--- config.mk ---
export PLATFORM = sky130hd
export DESIGN_NAME = alarm_scheduler
export DESIGN_NICKNAME = d
export VERILOG_FILES = /design/src/rtl/alarm_scheduler.sv
export SDC_FILE = /design/constraint.sdc
export NUM_CORES = 1
export LEC_CHECK = 0
export CAP_MARGIN = 25
export CORE_AREA = 2 2 65 67
export CTS_CLUSTER_DIAMETER = 120
export CTS_CLUSTER_SIZE = 10
export DETAILED_ROUTE_END_ITERATION = 8
export DIE_AREA = 0 0 67 69
export HOLD_SLACK_MARGIN = 0.05
export PLACE_DENSITY = 0.89
export RECOVER_POWER = 50
export SETUP_SLACK_MARGIN = 0.2
export SLEW_MARGIN = 20
export SYNTH_ARGS = -nofsm -noshare
export SYNTH_HDL_FRONTEND = slang
export SYNTH_SLANG_ARGS = --single-unit
--- constraint.sdc ---
create_clock -name clk -period 6.7 [get_ports clk]
set_clock_uncertainty 0.1 [all_clocks]
set_input_delay 2.01 -clock clk [delete_from_list [all_inputs] [get_ports clk]]
set_output_delay 2.01 -clock clk [all_outputs]
set_load 0.02 [all_outputs]
--- src/rtl/alarm_scheduler.sv ---
`default_nettype none
// ============================================================================
//  Module   : alarm_scheduler
//  Purpose  : Matches alarms 1..3 against the time of day on each second tick,
//             queues matches and rings one alarm at a time for RING_SECS ticks.
//  Option   : ALARM_SNOOZE_EN adds a SNOOZE state lasting SNOOZE_SECS ticks.
//  Revision : 1.0
// ============================================================================
module alarm_scheduler #(
  parameter int unsigned RING_SECS   = 30,
  parameter int unsigned SNOOZE_SECS = 300
) (
  input  logic       clk,
  input  logic       rst,
  input  logic       sec_tick,
  input  logic [5:0] cur_hour,
  input  logic [5:0] cur_minute,
  input  logic [5:0] cur_second,
  input  logic [2:0] mode,
  input  logic [5:0] alarm1_hour,
  input  logic [5:0] alarm1_minute,
  input  logic [5:0] alarm1_second,
  input  logic [5:0] alarm2_hour,
  input  logic [5:0] alarm2_minute,
  input  logic [5:0] alarm2_second,
  input  logic [5:0] alarm3_hour,
  input  logic [5:0] alarm3_minute,
  input  logic [5:0] alarm3_second,
  input  logic [2:0] alarm_en,
  input  logic       stop,
  input  logic       snooze,
  output logic       ring,
  output logic [1:0] ring_id,
  output logic [2:0] pending
);

  localparam logic [9:0] C_RING_LIM = 10'(RING_SECS);
  localparam logic [9:0] C_CNT_MAX  = 10'h3FF;

`ifdef ALARM_SNOOZE_EN
  localparam logic [9:0] C_SNZ_LIM  = 10'(SNOOZE_SECS);
  typedef enum logic [1:0] {IDLE = 2'd0, RING = 2'd1, SNOOZE = 2'd2} state_t;
`else
  typedef enum logic [1:0] {IDLE = 2'd0, RING = 2'd1} state_t;
`endif

  state_t     state_q, state_d;
  logic [1:0] ring_id_q, ring_id_d;
  logic [2:0] pending_q, pending_d;
  logic [9:0] cnt_q, cnt_d;

  logic [5:0] w_hour [3];
  logic [5:0] w_min  [3];
  logic [5:0] w_sec  [3];
  logic [2:0] w_match;
  logic [2:0] w_avail;
  logic       w_cur_dis;
  logic [9:0] w_cnt_inc;

  assign w_hour[0] = alarm1_hour;  assign w_min[0] = alarm1_minute;  assign w_sec[0] = alarm1_second;
  assign w_hour[1] = alarm2_hour;  assign w_min[1] = alarm2_minute;  assign w_sec[1] = alarm2_second;
  assign w_hour[2] = alarm3_hour;  assign w_min[2] = alarm3_minute;  assign w_sec[2] = alarm3_second;

  for (genvar i = 0; i < 3; i++) begin : g_match
    localparam logic [2:0] C_SET_MODE = 3'(5 + i);
    localparam logic [1:0] C_ID       = 2'(i + 1);
    logic w_valid, w_mode_ok, w_eq, w_busy_self;
    assign w_valid     = (w_hour[i] < 6'd24) && (w_min[i] < 6'd60) && (w_sec[i] < 6'd60);
    assign w_mode_ok   = (mode != 3'd1) && (mode != 3'd2) && (mode != C_SET_MODE);
    assign w_eq        = (w_hour[i] == cur_hour) && (w_min[i] == cur_minute) &&
                         (w_sec[i] == cur_second);
    // The alarm already being serviced cannot re-queue itself.
    assign w_busy_self = (state_q != IDLE) && (ring_id_q == C_ID);
    assign w_match[i]  = sec_tick && alarm_en[i] && w_mode_ok && w_valid && w_eq && !w_busy_self;
  end

  assign w_avail   = pending_q & alarm_en;
  assign w_cnt_inc = (cnt_q == C_CNT_MAX) ? cnt_q : cnt_q + 10'd1;

  always_comb begin
    w_cur_dis = 1'b0;
    case (ring_id_q)
      2'd1:    w_cur_dis = !alarm_en[0];
      2'd2:    w_cur_dis = !alarm_en[1];
      2'd3:    w_cur_dis = !alarm_en[2];
      default: w_cur_dis = 1'b0;
    endcase
  end

`ifdef ALARM_SNOOZE_EN
  logic [9:0] snz_cnt_q, snz_cnt_d;
  logic [9:0] w_snz_inc;
  assign w_snz_inc = (snz_cnt_q == C_CNT_MAX) ? snz_cnt_q : snz_cnt_q + 10'd1;
`else
  logic unused_snooze;
  assign unused_snooze = snooze | (SNOOZE_SECS == 0);
`endif

  always_comb begin
    state_d   = state_q;
    ring_id_d = ring_id_q;
    cnt_d     = cnt_q;
    pending_d = (pending_q | w_match) & alarm_en;
`ifdef ALARM_SNOOZE_EN
    snz_cnt_d = snz_cnt_q;
`endif
    case (state_q)
      IDLE: begin
        if (w_avail != 3'b000) begin
          state_d = RING;
          cnt_d   = 10'd0;
          if (w_avail[0]) begin
            ring_id_d    = 2'd1;
            pending_d[0] = 1'b0;
          end else if (w_avail[1]) begin
            ring_id_d    = 2'd2;
            pending_d[1] = 1'b0;
          end else begin
            ring_id_d    = 2'd3;
            pending_d[2] = 1'b0;
          end
        end
      end
      RING: begin
        if (w_cur_dis || stop) begin
          state_d   = IDLE;
          ring_id_d = 2'd0;
          cnt_d     = 10'd0;
`ifdef ALARM_SNOOZE_EN
        end else if (snooze) begin
          state_d   = SNOOZE;
          cnt_d     = 10'd0;
          snz_cnt_d = 10'd0;
`endif
        end else if (sec_tick) begin
          cnt_d = w_cnt_inc;
          if (w_cnt_inc >= C_RING_LIM) begin
            state_d   = IDLE;
            ring_id_d = 2'd0;
            cnt_d     = 10'd0;
          end
        end
      end
`ifdef ALARM_SNOOZE_EN
      SNOOZE: begin
        if (w_cur_dis || stop) begin
          state_d   = IDLE;
          ring_id_d = 2'd0;
          snz_cnt_d = 10'd0;
        end else if (sec_tick) begin
          snz_cnt_d = w_snz_inc;
          if (w_snz_inc >= C_SNZ_LIM) begin
            state_d   = RING;
            cnt_d     = 10'd0;
            snz_cnt_d = 10'd0;
          end
        end
      end
`endif
      default: begin
        state_d   = IDLE;
        ring_id_d = 2'd0;
        cnt_d     = 10'd0;
      end
    endcase
  end

  always_ff @(posedge clk) begin
    if (rst) begin
      state_q   <= IDLE;
      ring_id_q <= 2'd0;
      pending_q <= 3'b000;
      cnt_q     <= 10'd0;
`ifdef ALARM_SNOOZE_EN
      snz_cnt_q <= 10'd0;
`endif
    end else begin
      state_q   <= state_d;
      ring_id_q <= ring_id_d;
      pending_q <= pending_d;
      cnt_q     <= cnt_d;
`ifdef ALARM_SNOOZE_EN
      snz_cnt_q <= snz_cnt_d;
`endif
    end
  end

  assign ring    = (state_q == RING);
  assign ring_id = ring_id_q;
  assign pending = pending_q;

endmodule
`default_nettype wire

==> key figures <==
Critical path
  – Critical-path top delay cell: dlygate4sd3_1
  – Crit path max fanout: 8
  – CP top delay family: compound AO/OA/AOI/OAI gates
  – Critical path depth: 7
  – CP required: 6.77 ns
  – FF-to-FF path depth: 7
  – Startpoint types: input port
  – Crit-path max cell delay: 0.63 ns
  – Critical Path AT: 4.27 ns
  – WP buf/inv: 1
  – CP Capture Type: flip-flop
  – CP cell instances: dlygate4sd3_1 -> nor3b_1 -> a2111o_1 -> a221o_1 -> a311oi_2 -> nand3_1 -> a21oi_1
  – Crit path kind: input port to flip-flop

STA
  – Setup TNS: 0 ns
  – Slew headroom: 0.627
  – Worst hold slack: 0.409 ns
  – Max Clk Rate: 0.238 GHz
  – Period minus WS final: 4.20 ns
  – Final worst-path cycle share: 0.627
  – Setup-failing EPs final: 0
  – RSZ-0062 raised after global routing: no
  – Max Transition Viols Final: 0
  – Tightest Pin Transition: 0.559 ns
  – Final Hold Violating Endpoints: 0

Logic synthesis
  – Post-synth design cell area: 0.00160 mm^2
  – Adder-Cell Fraction of Synth Area: 0.00784
  – Post-synth EDFFs: 0
  – Mux contribution to synthesized area: 0.00627
  – Async SR Flop Fraction: 0
  – Synth cell types: 46
  – Cells after Synth: 208
  – Post-synthesis compound-gate area fraction: 0.220
  – Synth warn: 0
  – Main synth FF type: dfxtp_1
  – Post-synthesis register bit count: 16
  – Largest family of logic cells by synthesized area: simple AND/OR/NAND/NOR gates
  – Synthesized area per cell: 7.68 um^2
  – Syn_nets: 292
  – Post-Synth Simple-Gate Area: 0.285
  – Post-synthesis sequential area ratio: 0.201
  – Synth Area in XOR/XNOR: 0.252

Pwr
  – P_leak: 0.000838 uW
  – Switching Share: 0.249
  – Internal power: 211 uW
  – Switch Pwr: 70.0 uW
  – Clock group share of total power: 0.303
  – Combinational share of power: 0.359
  – PD cells: 110 mW/mm^2
  – Worst VDD drop: 0.0689 mV
  – Reg power frac: 0.338

Hold path
  – Min-Delay Path Depth: 1
  – Hold crit path type: flip-flop to flip-flop

Clocking
  – Sink Count: 16
  – CTS root buf: clkbuf_8
  – Post-cts hold buffer count: 0
  – CTS tree: yes
  – Worst skew pair latency: 0.25 ns
  – Post-CTS sizing: 0
  – Post-CTS setup repair buffer count: 0
  – H-tree levels: 1
  – CTS buffer count: 3
  – CTS clk-pin slew, worst paths: 0.06 ns
  – Max Root-Sink Buffers: 2

Floorplan
  – Core area: 0.00391 mm^2
  – Row count: 23
  – # IOs: 89
  – Die width: 67 um
  – Die area: 0.00462 mm^2
  – Initial Util: 0.408
  – Die H: 69 um

Placement
  – HPWL Detailed: 4.57 mm
  – # placed instances: 341
  – GPL Wtd Cong: 0.876
  – Input/output buffers: 87

Global routing
  – Initial antenna violation count: 0
  – Largest net degree at the start of global routing: 14
  – Total GRT Usage: 0.239
  – First-pass GRT wire length: 8.62 mm
  – Vias in the first global route: 1,950
  – Aggregate global routing overflow: 0

Job
  – Max-cap violations: 0

Cells and area
  – Fin cells: 345
  – Layout cells sized above 1: 0.0237
  – Layout area overhead: 60.6%
  – Fin nets: 380
  – Diode count: 0

Drt
  – WL final: 5.28 mm
  – Number of DRC markers in iteration 0: 133
  – DRC violations left: 0
  – DR vias: 1,918
  – Post-DRT Antenna Nets: 0
  – Vias/cell: 5.56
  – Pre-antenna DRT Iters: 4
  – Wire per inst: 15.3 um

Status
  – Status: finished clean
cell type report:
cell class              instances  area (um^2)
fillers                       359         1350
multi-input cells             182         1230
repair buffers                 87          871
flip-flops and latches         16          320
well taps                      50         62.6
clock buffers                   4         55.1
inverters                       6         22.5
power groups by stage:
stage               logic, uW  clock network (uW)  registers (uW)
floorplan                33.7                   0            97.2
global placement         99.0                   0            97.2
detailed placement        101                   0            97.2
CTS                       101                86.4            95.1
global route              108                89.4            95.1
finish                    101                85.2            95.1
cell usage after synthesis, types with 2 or more instances:
cell type / instances / area [um^2]
xor2_1: 4 / 35.0
nor3_1: 8 / 40.0
a21oi_1: 15 / 75.1
and3_1: 2 / 12.5
or3_1: 3 / 18.8
o21ai_1: 2 / 10.0
and2_1: 5 / 31.3
xnor2_1: 42 / 368
nand2_1: 16 / 60.1
nand4_1: 9 / 56.3
o32a_1: 2 / 20.0
nand3_1: 20 / 100
inv_1: 6 / 22.5
nand2b_1: 3 / 18.8
a211oi_1: 2 / 15.0
nor3b_1: 5 / 37.5
nor2_1: 2 / 7.51
a2111oi_0: 2 / 17.5
nor4_1: 2 / 12.5
o21ai_0: 8 / 40.0
dfxtp_1: 16 / 320
a31oi_1: 2 / 12.5
nor2b_1: 4 / 25.0
buf_2: 2 / 10.0
o2111ai_1: 5 / 43.8
worst register-to-register path: stages, from the launching register on:
cell and delay [ns]:
dfxtp_1 0.43, ha_1 0.38, nand4_1 0.19, or4b_1 0.54, a221o_1 0.34, a311oi_2 0.48
nand3_1 0.14, a21oi_1 0.17
per-layer routing:
layer	track usage	wire length, um	vias up
li1	-	-	958
met1	0.282	2050	845
met2	0.406	2610	100
met3	0.0473	452	15
met4	0.109	161	0
met5	0	0	-
logic make-up (layout without fill, tap and decap cells):
| family | Yosys count | in the layout |
|---|---|---|
| XOR/XNOR | 46 | 46 |
| adder cells (fa/ha/maj) | 1 | 1 |
| AND/OR/NAND/NOR | 83 | 83 |
| buffers and inverters | 10 | 97 |
| multiplexers | 1 | 1 |
| AO/OA/AOI/OAI | 51 | 51 |
| flip-flops | 16 | 16 |
path summary, 6_finish.rpt:
check / slack, ns / start / endpoint
worst max-delay path: 2.50 / alarm_en[0] / cnt_q[1]
worst min-delay path: 0.41 / cnt_q[7] / cnt_q[7]
worst max register to register: 3.84 / cnt_q[0] / cnt_q[1]
worst min register to register: 0.41 / cnt_q[7] / cnt_q[7]
placed cells by master (no fill, tap or decap), types with 2 or more instances in the layout:
master,n
xor2_1,4
o2111ai_1,5
o21ai_0,8
nor3_1,8
nand3_1,20
nor2_1,2
clkdlybuf4s50_1,79
dfxtp_1,16
nor2b_1,4
a21oi_1,15
inv_1,6
o32a_1,2
nor3b_1,5
nor4_1,2
a2111oi_0,2
o21ai_1,2
nand4_1,9
a211oi_1,2
nand2_1,16
or3_1,3
xnor2_1,42
nand2b_1,3
a31oi_1,2
and3_1,2
clkbuf_8,4
and2_1,5
dlygate4sd3_1,8
flip-flops by register name, summed over array words and instances, names as in the netlist:
name     count
pending      3
cnt_q       10
ring_id      2
state_q      1
through the flow:
stage | area, um^2 | utilization | total power (uW) | setup WS (ns)
detailed placement | 2510 | 0.641 | 198 | 2.36
CTS | 2560 | 0.655 | 283 | 2.61
global placement | 2510 | 0.641 | 196 | 2.36
global route | 2560 | 0.655 | 293 | 2.36
finish | 2560 | 0.655 | 281 | 2.50
floorplan | 1600 | - | 131 | 3.02
Note: power is estimated with default switching activity, not from simulation.
==> patch 1 (same flow settings) <==
Register the input `alarm3_hour` before use. The logic sees it one clock later. The other inputs are not delayed to match.
--- a/src/rtl/alarm_scheduler.sv
+++ b/src/rtl/alarm_scheduler.sv
@@ -39,2 +39,8 @@
 
+  logic [5:0] alarm3_hour_q;
+
+  always_ff @(posedge clk) begin
+    alarm3_hour_q <= alarm3_hour;
+  end
+
 `ifdef ALARM_SNOOZE_EN
@@ -61,3 +67,3 @@
   assign w_hour[1] = alarm2_hour;  assign w_min[1] = alarm2_minute;  assign w_sec[1] = alarm2_second;
-  assign w_hour[2] = alarm3_hour;  assign w_min[2] = alarm3_minute;  assign w_sec[2] = alarm3_second;
+  assign w_hour[2] = alarm3_hour_q;  assign w_min[2] = alarm3_minute;  assign w_sec[2] = alarm3_second;
 
Formal check against the unedited RTL: not equivalent (a bounded check fails within 4 cycles, from zero or initial values and one cycle with rst high).
==> patch 1 against the original RTL <==
  * Core utilization is 2.9 points higher
  * Synthesized area is 7.6% higher
  * Die area stayed put
  * Maximum frequency is 6.8% higher
  * Sequential cell count is 6 higher
  * Combinational power is 11% higher
  * Total power is 17% higher
  * Wire length is 8.2% higher
  * Design area is 4.4% higher
  * First-iteration DRC count is 16% lower
  * Worst setup slack better by 0.27 ns
==> patch 1: results (changes against the original RTL) <==
Parameter                              Value

GRT
  Met2 Use GR    42.7% (was 40.6%)
  Global-route wire length before repair    8890 µm (was 8620 µm)
  Met3 demand-to-capacity share in global routing    6.85% (was 4.73%)
  Maximum number of pins on one net before global-route repair    12 (was 14)
  Met1 Use GR    27.7% (was 28.2%)
  Global routing usage summed across all routing layers    24.8% (was 23.9%)

Final layout
  CLK BUF    3 (was 4)
  Share of post-route cells with drive strength above 1    3.73% (was 2.37%)
  Post-layout net count    381 (was 380)
  #MultiIn Comb    177 (was 182)
  Non-clock buffering overhead    32.5% (was 34.0%)
  Filler Cell Count    316 (was 359)
  Count of flip-flops and latches    22 (was 16)
  Clock-cell share    1.54% (was 2.15%)
  Multi-input logic portion of the cell area    46.3% (was 48.1%)

Critical path
  Capture point of the worst reg-to-reg path    cnt_q[2] (was cnt_q[1])
  Setup slack of the most critical reg-to-reg path    4.46 ns (was 3.84 ns)
  CP arrival    4.02 ns (was 4.27 ns)
  Critical path's slowest cell    sky130_fd_sc_hd__a2111oi_0 (was sky130_fd_sc_hd__dlygate4sd3_1)
  Largest incremental delay on the critical path    0.56 ns (was 0.63 ns)
  CP max FO    3 (was 8)

Route
  Number of vias after detailed routing    1,899 (was 1,918)
  Metal2 WL    2660 µm (was 2610 µm)
  DR iter-0 viols    112 (was 133)
  Post-route met1 wirelength    2270 µm (was 2050 µm)

Synth
  Synth Area in Compound Gates    16.5% (was 22.0%)
  Part of the Yosys area used for sequential elements    25.6% (was 20.1%)
  Main area contributors after synthesis    sky130_fd_sc_hd__dfxtp_1 26%, sky130_fd_sc_hd__xnor2_1 16%, sky130_fd_sc_hd__xor2_1 9.2%, sky130_fd_sc_hd__nand2_1 3.7%, sky130_fd_sc_hd__mux2i_1 3.5% (was sky130_fd_sc_hd__xnor2_1 23%, sky130_fd_sc_hd__dfxtp_1 20%, sky130_fd_sc_hd__nand3_1 6.3%, sky130_fd_sc_hd__a21oi_1 4.7%, sky130_fd_sc_hd__nand2_1 3.8%)
  Leading cell types by count after synthesis    31 x sky130_fd_sc_hd__xnor2_1, 22 x sky130_fd_sc_hd__dfxtp_1, 18 x sky130_fd_sc_hd__xor2_1 (was 42 x sky130_fd_sc_hd__xnor2_1, 20 x sky130_fd_sc_hd__nand3_1, 16 x sky130_fd_sc_hd__dfxtp_1, 16 x sky130_fd_sc_hd__nand2_1, 15 x sky130_fd_sc_hd__a21oi_1)
  Number of distinct standard cells referenced by the synthesized netlist    44 (was 46)
  Top-area cell type share of the netlist area    25.6% (was 23.0%)

Power
  LEAKAGE    0.000942 µW (was 0.000838 µW)
  Max VDD drop    0.0000970 V (was 0.0000689 V)

Worst hold path
  Origin of the worst min-delay path    cnt_q[5] (was cnt_q[7])
  Hold-critical path endpoint    cnt_q[5] (was cnt_q[7])

STA
  Worst-Margin Slew    0.579 ns (was 0.559 ns)
  Post-Route Hold Slack    0.438 ns (was 0.409 ns)

Status
  Result of the run    complete, no violations (unchanged)

Placed design
  Total half-perimeter wirelength after legalization and detailed placement    4780 µm (was 4570 µm)
-- patch 1: worst max path at each step --
| stage | endpoint | depth (start not counted) | slack [ns] | from |
|---|---|---|---|---|
| floorplan | cnt_q[4] | 6 | 3.21 | alarm_en[2] |
| global placement | pending[2] | 7 | 2.51 | cur_hour[1] |
| detailed placement | pending[2] | 7 | 2.47 | cur_hour[1] |
| CTS | pending[2] | 7 | 2.73 | cur_hour[1] |
| global route | pending[2] | 7 | 2.54 | cur_hour[1] |
| finish | pending[2] | 7 | 2.77 | cur_hour[1] |
-- patch 1: stage by stage --
step	total power, µW	instance area (µm²)	std cells	util, %	setup WS, ns
finish	329	2680	345	68.4	2.77
global route	346	2680	345	68.4	2.54
floorplan	183	1720	208	-	3.21
CTS	333	2680	345	68.4	2.73
detailed placement	253	2640	342	67.3	2.47
global placement	251	2640	342	67.3	2.51
-- patch 1: where the power goes --
part / total, µW / internal, µW / switching, µW
Combinational: 112 / 67.5 / 44.5
Clock: 78.7 / 40.1 / 38.7
Sequential: 138 / 134 / 3.91
==> patch 2 (config.mk and constraints unchanged) <==
Without the edit above. `RING_SECS`: 30 -> 15.
--- a/src/rtl/alarm_scheduler.sv
+++ b/src/rtl/alarm_scheduler.sv
@@ -9,3 +9,3 @@
 module alarm_scheduler #(
-  parameter int unsigned RING_SECS   = 30,
+  parameter int unsigned RING_SECS   = 15,
   parameter int unsigned SNOOZE_SECS = 300
Check against the original RTL: same outputs for any inputs over 10 cycles, from zero or initial values and one cycle with rst high; that may be too few to reach the edited logic, so the function may still have changed.
==> patch 2 against the original RTL <==
  * Count of clock-buffer cells in the layout did not move
  * Sequential cell count stayed put
  * Final cell count shrank 2.6%
  * Design area decreased by 2.6%
  * Die area unchanged
  * Wire length increased by 5.2%
  * Register-to-register slack improved by 0.49 ns
  * Synthesized area decreased by 5.3%
  * Worst setup slack better by 0.20 ns
  * Critical path depth is the same
  * Total power grew 3.6%
  * Non-clock buffer count did not move
  * Sequential power is 3.7% higher
  * Critical path type unchanged
  * Largest power group unchanged
==> patch 2: results (changes against the original RTL) <==
Parameter                              Value

STA
  Tightest slew margin relative to the limit    61.5% (was 62.7%)

Final layout
  Diodes inserted    0 (unchanged)
  Post-layout net count    371 (was 380)
  Largest register by flop count    cnt_q (unchanged)
  Share of post-route cells with drive strength above 1    2.10% (was 2.37%)

Power
  Net Sw Frac    26.9% (was 24.9%)
  LEAKAGE    0.000882 µW (was 0.000838 µW)
  Max VDD drop    0.000101 V (was 0.0000689 V)

GRT
  Global-route wire length before repair    8910 µm (was 8620 µm)
  Via count of the first global-routing pass    1,860 (was 1,950)
  Global routing usage summed across all routing layers    24.6% (was 23.9%)
  Maximum number of pins on one net before global-route repair    12 (was 14)

Synth
  Number of distinct standard cells referenced by the synthesized netlist    44 (was 46)
  Synth async-reset ratio    0% (unchanged)
  Main area contributors after synthesis    sky130_fd_sc_hd__dfxtp_1 21%, sky130_fd_sc_hd__xor2_1 16%, sky130_fd_sc_hd__xnor2_1 9.8%, sky130_fd_sc_hd__a21oi_1 6.0%, sky130_fd_sc_hd__nand2_1 5.0% (was sky130_fd_sc_hd__xnor2_1 23%, sky130_fd_sc_hd__dfxtp_1 20%, sky130_fd_sc_hd__nand3_1 6.3%, sky130_fd_sc_hd__a21oi_1 4.7%, sky130_fd_sc_hd__nand2_1 3.8%)
  Leading cell types by count after synthesis    28 x sky130_fd_sc_hd__xor2_1, 20 x sky130_fd_sc_hd__nand2_1, 18 x sky130_fd_sc_hd__a21oi_1 (was 42 x sky130_fd_sc_hd__xnor2_1, 20 x sky130_fd_sc_hd__nand3_1, 16 x sky130_fd_sc_hd__dfxtp_1, 16 x sky130_fd_sc_hd__nand2_1, 15 x sky130_fd_sc_hd__a21oi_1)
  Part of the Yosys area used for sequential elements    21.2% (was 20.1%)

CTS
  Total setup buffers inserted after CTS    0 (unchanged)
  Clock edge transition at the registers on the reported setup and hold paths    0.06 ns (about the same)

Critical path
  Cell family contributing the most delay on the critical path    simple AND/OR/NAND/NOR gates (was compound AO/OA/AOI/OAI gates)
  CP arrival    4.08 ns (was 4.27 ns)
  CP max FO    4 (was 8)
  Largest incremental delay on the critical path    0.60 ns (was 0.63 ns)

Route
  TritonRoute pass-1 iters    5 (was 4)
  Avg Vias per Cell    5.57 (was 5.56)
  Average detailed-routed wire length per instance    16.5 µm (was 15.3 µm)
  DR iter-0 viols    130 (was 133)

Placed design
  Total half-perimeter wirelength after legalization and detailed placement    4710 µm (was 4570 µm)
  Total placed instance area    2440 µm² (was 2510 µm²)
  Last weighted congestion value of the routability-driven placer    0.902 (was 0.876)

Worst hold path
  Worst hold path cell count    2 (was 1)

Status
  Result of the run    complete, no violations (unchanged)
-- patch 2: logic make-up (layout without fill, tap and decap cells) --
group | count (synthesis) | in the layout | synth area share, %
adder cells (fa/ha/maj) | 1 | 1 | 0.827
AND/OR/NAND/NOR | 82 | 82 | 31.0
XOR/XNOR | 45 | 45 | 26.1
buffers and inverters | 3 | 93 | 0.744
flip-flops | 16 | 16 | 21.2
AO/OA/AOI/OAI | 48 | 48 | 19.5
multiplexers | 1 | 1 | 0.662
-- patch 2: through the flow --
step           worst slack [ns]  power (µW)  cells  hold slack (ns)
2_1_floorplan              3.19         137    196            0.357
3_3_place_gp               2.52         207    332            0.374
3_5_place_dp               2.49         208    332            0.387
4_1_cts                    2.76         295    336            0.395
5_1_grt                    2.55         308    336            0.431
6_report                   2.70         291    336            0.391
-- patch 2: worst paths after layout --
kind	from	to	slack, ns
setup / recovery	alarm_en[1]	cnt_q[3]	2.70
hold / removal	cnt_q[1]	cnt_q[1]	0.39
setup reg to reg	cnt_q[0]	ring_id[0]	4.33
hold reg to reg	cnt_q[1]	cnt_q[1]	0.39
-- patch 2: power by group through the flow --
stage	Sequential [µW]	Combinational, µW	Clock [µW]
floorplan	102	35.6	0
global placement	101	106	0
global route	98.8	117	92.8
finish	98.6	108	84.8
detailed placement	101	108	0
CTS	98.6	108	87.6
-- patch 2: final cells by class --
class / instances / area, µm²
tap: 50 / 62.6
clock buffer: 4 / 55.1
inverter: 2 / 7.51
multi-input combinational: 177 / 1180
fill: 320 / 1420
sequential: 16 / 320
timing repair buffer: 87 / 871
-- patch 2: per-layer routing --
layer | track usage (%) | vias up | share of wire [%]
met3 | 7.34 | 15 | 12
met1 | 25.7 | 845 | 36
met4 | 9.98 | 0 | 3.2
li1 | - | 919 | -
met2 | 44.2 | 92 | 49
met5 | 0 | - | 0
